$ cat config.mk
export PLATFORM = sky130hd
export DESIGN_NAME = input_conditioner
export DESIGN_NICKNAME = d
export VERILOG_FILES = /design/src/rtl/input_conditioner.sv
export SDC_FILE = /design/constraint.sdc
export NUM_CORES = 1
export LEC_CHECK = 0
export ABC_AREA = 1
export CORE_MARGIN = 5
export CORE_UTILIZATION = 50
export CTS_CLUSTER_SIZE = 28
export DETAILED_ROUTE_END_ITERATION = 10
export HOLD_SLACK_MARGIN = 0.06
export PLACE_DENSITY = 0.67
export SLEW_MARGIN = 20
export SYNTH_ARGS = -nofsm -noshare
export SYNTH_HDL_FRONTEND = slang
export SYNTH_SLANG_ARGS = --single-unit
$ cat constraint.sdc
create_clock -name clk -period 3.8 [get_ports clk]
set_clock_uncertainty 0.05 [all_clocks]
set_input_delay 0.76 -clock clk [delete_from_list [all_inputs] [get_ports clk]]
set_output_delay 0.76 -clock clk [all_outputs]
set_load 0.005 [all_outputs]
$ cat src/rtl/input_conditioner.sv
// Push-button front end: per-pin polarity fix, 2-flop sync and debounce, then
// frame-aligned direction levels and a one-frame attack command.

module input_conditioner_lane #(
    parameter int DEBOUNCE_CYCLES = 500000,
    parameter int CNT_W           = 19,
    parameter bit BTN_ACTIVE_LOW  = 1'b1
) (
    input  logic clk,
    input  logic reset_n,
    input  logic raw,
    output logic db
);
    localparam logic [CNT_W-1:0] CNT_LAST = CNT_W'(DEBOUNCE_CYCLES - 1);

    logic             pressed;
    logic [1:0]       sync;
    logic [CNT_W-1:0] cnt;

    // Normalise to pressed=1 ahead of the synchroniser so its reset value means released.
    assign pressed = BTN_ACTIVE_LOW ? ~raw : raw;

    always_ff @(posedge clk or negedge reset_n) begin
        if (!reset_n) begin
            sync <= '0;
        end else begin
            sync <= {sync[0], pressed};
        end
    end

    always_ff @(posedge clk or negedge reset_n) begin
        if (!reset_n) begin
            db  <= 1'b0;
            cnt <= '0;
        end else if (sync[1] == db) begin
            cnt <= '0;
        end else if (cnt == CNT_LAST) begin
            db  <= sync[1];
            cnt <= '0;
        end else begin
            cnt <= cnt + CNT_W'(1);
        end
    end
endmodule

module input_conditioner #(
    parameter int DEBOUNCE_CYCLES = 500000,
    parameter int CNT_W           = 19,
    parameter bit BTN_ACTIVE_LOW  = 1'b1
) (
    input  logic clk,
    input  logic reset_n,
    input  logic frame_tick,
    input  logic key_left_raw,
    input  logic key_right_raw,
    input  logic key_attack_raw,
    output logic btn_left,
    output logic btn_right,
    output logic btn_attack,
    output logic attack_dropped
);
    localparam int NUM_LANES = 3;
    localparam int L_LEFT    = 0;
    localparam int L_RIGHT   = 1;
    localparam int L_ATK     = 2;

    logic [NUM_LANES-1:0] raw;
    logic [NUM_LANES-1:0] db;
    logic                 db_atk_q;
    logic                 press;
    logic                 pend;
    logic                 dir_l;
    logic                 dir_r;

    assign raw = {key_attack_raw, key_right_raw, key_left_raw};

    generate
        for (genvar g = 0; g < NUM_LANES; g++) begin : g_lane
            input_conditioner_lane #(
                .DEBOUNCE_CYCLES (DEBOUNCE_CYCLES),
                .CNT_W           (CNT_W),
                .BTN_ACTIVE_LOW  (BTN_ACTIVE_LOW)
            ) u_lane (
                .clk     (clk),
                .reset_n (reset_n),
                .raw     (raw[g]),
                .db      (db[g])
            );
        end
    endgenerate

    // Opposing directions cancel to neutral.
    assign dir_l = db[L_LEFT]  & ~db[L_RIGHT];
    assign dir_r = db[L_RIGHT] & ~db[L_LEFT];
    assign press = db[L_ATK]   & ~db_atk_q;

    always_ff @(posedge clk or negedge reset_n) begin
        if (!reset_n) begin
            db_atk_q       <= 1'b0;
            pend           <= 1'b0;
            btn_left       <= 1'b0;
            btn_right      <= 1'b0;
            btn_attack     <= 1'b0;
            attack_dropped <= 1'b0;
        end else begin
            db_atk_q <= db[L_ATK];
            if (frame_tick) begin
                // A press landing on the tick is consumed here rather than pended.
                btn_left   <= dir_l;
                btn_right  <= dir_r;
                btn_attack <= pend | press;
                pend       <= 1'b0;
            end else if (press) begin
                if (pend) attack_dropped <= 1'b1;
                pend <= 1'b1;
            end
        end
    end
endmodule
==> impl_metrics.env <==
export IMPL_cts_tree="built"
export IMPL_dpl_hpwl_um=5256
export IMPL_grt_overflow_total=0
export IMPL_yosysWarningCount=0
export IMPL_mostFrequentLayoutCell="nor2_1"
export IMPL_root_buffer="clkbuf_8"
export IMPL_syn_inst=494
export IMPL_criticalPathCategory="flop to output pin"
export IMPL_die_y_um=97.41
export IMPL_ant_nets=0
export IMPL_totalPowerFinal_mw=1.504
export IMPL_routed_via_density=4.878
export IMPL_multi_input_area_sq_mm=0.001768
export IMPL_slew_headroom_pct=41.07
export IMPL_place_gp_congestion=0.9059
export IMPL_post_place_cells=598
export IMPL_routed_wl_um=7228
export IMPL_slew_violations=0
export IMPL_cts_buffers=9
export IMPL_worstPathCellList="clkdlybuf4s50_1"
export IMPL_cpLargestDelayFamily="buffers and inverters"
export IMPL_ff_latch_area_sq_mm=0.001802
export IMPL_cp_slowest_cell="clkdlybuf4s50_1"
export IMPL_clockBufferDepth=2
export IMPL_hold_viol=0
export IMPL_port_buffers=9
export IMPL_ios=10
export IMPL_vias=2995
export IMPL_drv_cap=0
export IMPL_clkSinkCount=72
export IMPL_grt_max_degree=73
export IMPL_wl_per_cell_um=11.77
export IMPL_drc_errors=0
export IMPL_grt_pass1_vias=2854
export IMPL_fin_setup_tns_ps=0
export IMPL_coreArea_sq_mm=0.007331
export IMPL_syn_avg_cell_area_sq_um=7.733
export IMPL_syn_to_final_growth_pct=10.42
export IMPL_clock_latency_ps=340
export IMPL_cts_setup_buffers=0
export IMPL_setup_viol=0
export IMPL_cts_max_level=3
export IMPL_finalWorstSetupSlack_ps=1746
export IMPL_rrSetupSlack_ps=2210
export IMPL_antenna_found_initial=0
export IMPL_fmax_mhz=486.7
export IMPL_track_usage_pct=16.37
export IMPL_drive_above_1_share_pct=8.932
export IMPL_cp_data_required_time_ps=2990
export IMPL_holdBufCountCts=0
export IMPL_layout_cells_non_filler=614
export IMPL_vdd_drop_max_uv=249.6
export IMPL_netlist_area_sq_mm=0.003820
export IMPL_outcome="finished clean"
export IMPL_synth_fp_nets=503
export IMPL_cts_repair_resized=0
export IMPL_cellLeakagePower_nw=1.836
export IMPL_dr_first_iter_drc_count=144
export IMPL_crit_buf_inv=1
export IMPL_place_ws_ps=1997
export IMPL_mostFrequentLayoutCells="121 x nor2_1, 101 x nand2_1, 72 x dfrtp_1, 54 x inv_1, 43 x nand3_1"
export IMPL_fp_dieW_um=97.41
export IMPL_grt_pass1_wl_um=12860
export IMPL_nets=519
export IMPL_start_util_pct=52.11
export IMPL_antenna_diode_count=0
export IMPL_placementRows=31
export IMPL_endpoint_kind="output pin"
export IMPL_ys_ff_latch=72
export IMPL_cts_reportedPaths_clkPinSlew_ps=80
export IMPL_max_stage_delay_ps=520
export IMPL_rsz0062_at_grt="no"
export IMPL_dr_pass1_iters=4
export IMPL_period_share_pct=54.06
export IMPL_p_per_area_mw_per_mm2=356.5
export IMPL_start_kind="flop"
export IMPL_tightestPinTransition_ps=884.0
export IMPL_die_area_sq_mm=0.009488
export IMPL_yosysUniqueCellTypes=29
export IMPL_num_fill_cells=656
export IMPL_synth_yosys_seq_area_share_pct=47.17
export IMPL_fin_crit_ps=2054
export IMPL_holdCritPathClass="flop to flop"
export IMPL_cp_max_fo=2
export IMPL_cp_data_arrival_time_ps=1240
routing by layer:
metal,vias to the layer above,wire length [um],track usage (%)
li1,1568,-,-
met2,38,3330,24.93
met5,-,0,0
met1,1383,3649,22.85
met3,6,180,4.092
met4,0,67,5.325
cell usage after synthesis (all sizes together):
| cell | n | area share [%] |
|---|---|---|
| or2 | 1 | 0.16 |
| o21bai | 3 | 0.59 |
| dfrtp | 72 | 47 |
| ha | 3 | 0.98 |
| nor3b | 5 | 1.1 |
| and2 | 2 | 0.33 |
| o31ai | 1 | 0.20 |
| nor2 | 136 | 15 |
| nand2 | 107 | 11 |
| nor3 | 4 | 0.52 |
| a31o | 1 | 0.23 |
| a21oi | 9 | 1.2 |
| inv | 58 | 5.7 |
| o21ai | 7 | 0.92 |
| nand4 | 6 | 0.98 |
| buf | 4 | 0.85 |
| nand3 | 44 | 5.9 |
| xor2 | 25 | 5.9 |
| xnor2 | 5 | 1.1 |
| o21a | 1 | 0.20 |
per-stage QoR:
step                hold slack [ps]  util (%)  cell area [sq um]
finish                        302.5     57.54               4218
global route                  313.9     57.54               4218
CTS                           303.8     57.54               4218
detailed placement            284.7     54.55               3999
global placement              283.0     54.55               3999
floorplan                     281.2         -               3820
area by class of cell:
class                   count  share of cell area (%)
clock buffers               9                   2.937
clock inverters             7                   2.255
inverters                  58                   5.162
multi-input cells         360                   41.92
flip-flops and latches     72                   42.72
well taps                  99                   2.937
repair buffers              9                   2.077
flip-flops by register name (all words and copies together), names as in the netlist:
signal,cells
btn_right,1
g_lane.u_lane.db,3
btn_left,1
g_lane.u_lane.sync,6
db_atk_q,1
g_lane.u_lane.cnt,57
btn_attack,1
attack_dropped,1
pend,1
logic make-up (layout without fill, tap and decap cells):
logic type                 Yosys count  count (layout)  synth area share, %
xor gates and xnor gates            30              30                7.075
DFF                                 72              72                47.17
AOI/OAI and AO/OA                   22              22                3.308
buffers and inverters               62              83                6.551
adders and majority gates            3               3               0.9827
and+or+nand+nor                    305             305                34.92
power breakdown:
part | internal [mW] | switching [mW] | leakage (nW) | total [mW]
Clock | 0.371 | 0.298 | 0.110 | 0.668
Combinational | 0.0143 | 0.0376 | 0.742 | 0.0519
Sequential | 0.776 | 0.00728 | 0.985 | 0.784
Total | 1.16 | 0.342 | 1.84 | 1.50
path summary, 6_finish.rpt:
path	from	to	cells past startpoint
setup reg to reg	g_lane[1].u_lane.cnt[0]	g_lane[1].u_lane.cnt[0]	6
hold / removal	g_lane[1].u_lane.sync[0]	g_lane[1].u_lane.sync[1]	0
hold reg to reg	g_lane[1].u_lane.sync[0]	g_lane[1].u_lane.sync[1]	0
setup / recovery	btn_attack	btn_attack	1
max in group asynchronous	reset_n	g_lane[1].u_lane.cnt[15]	1
min in group asynchronous	reset_n	g_lane[2].u_lane.cnt[2]	1
Power figures use the tool's default switching activity.
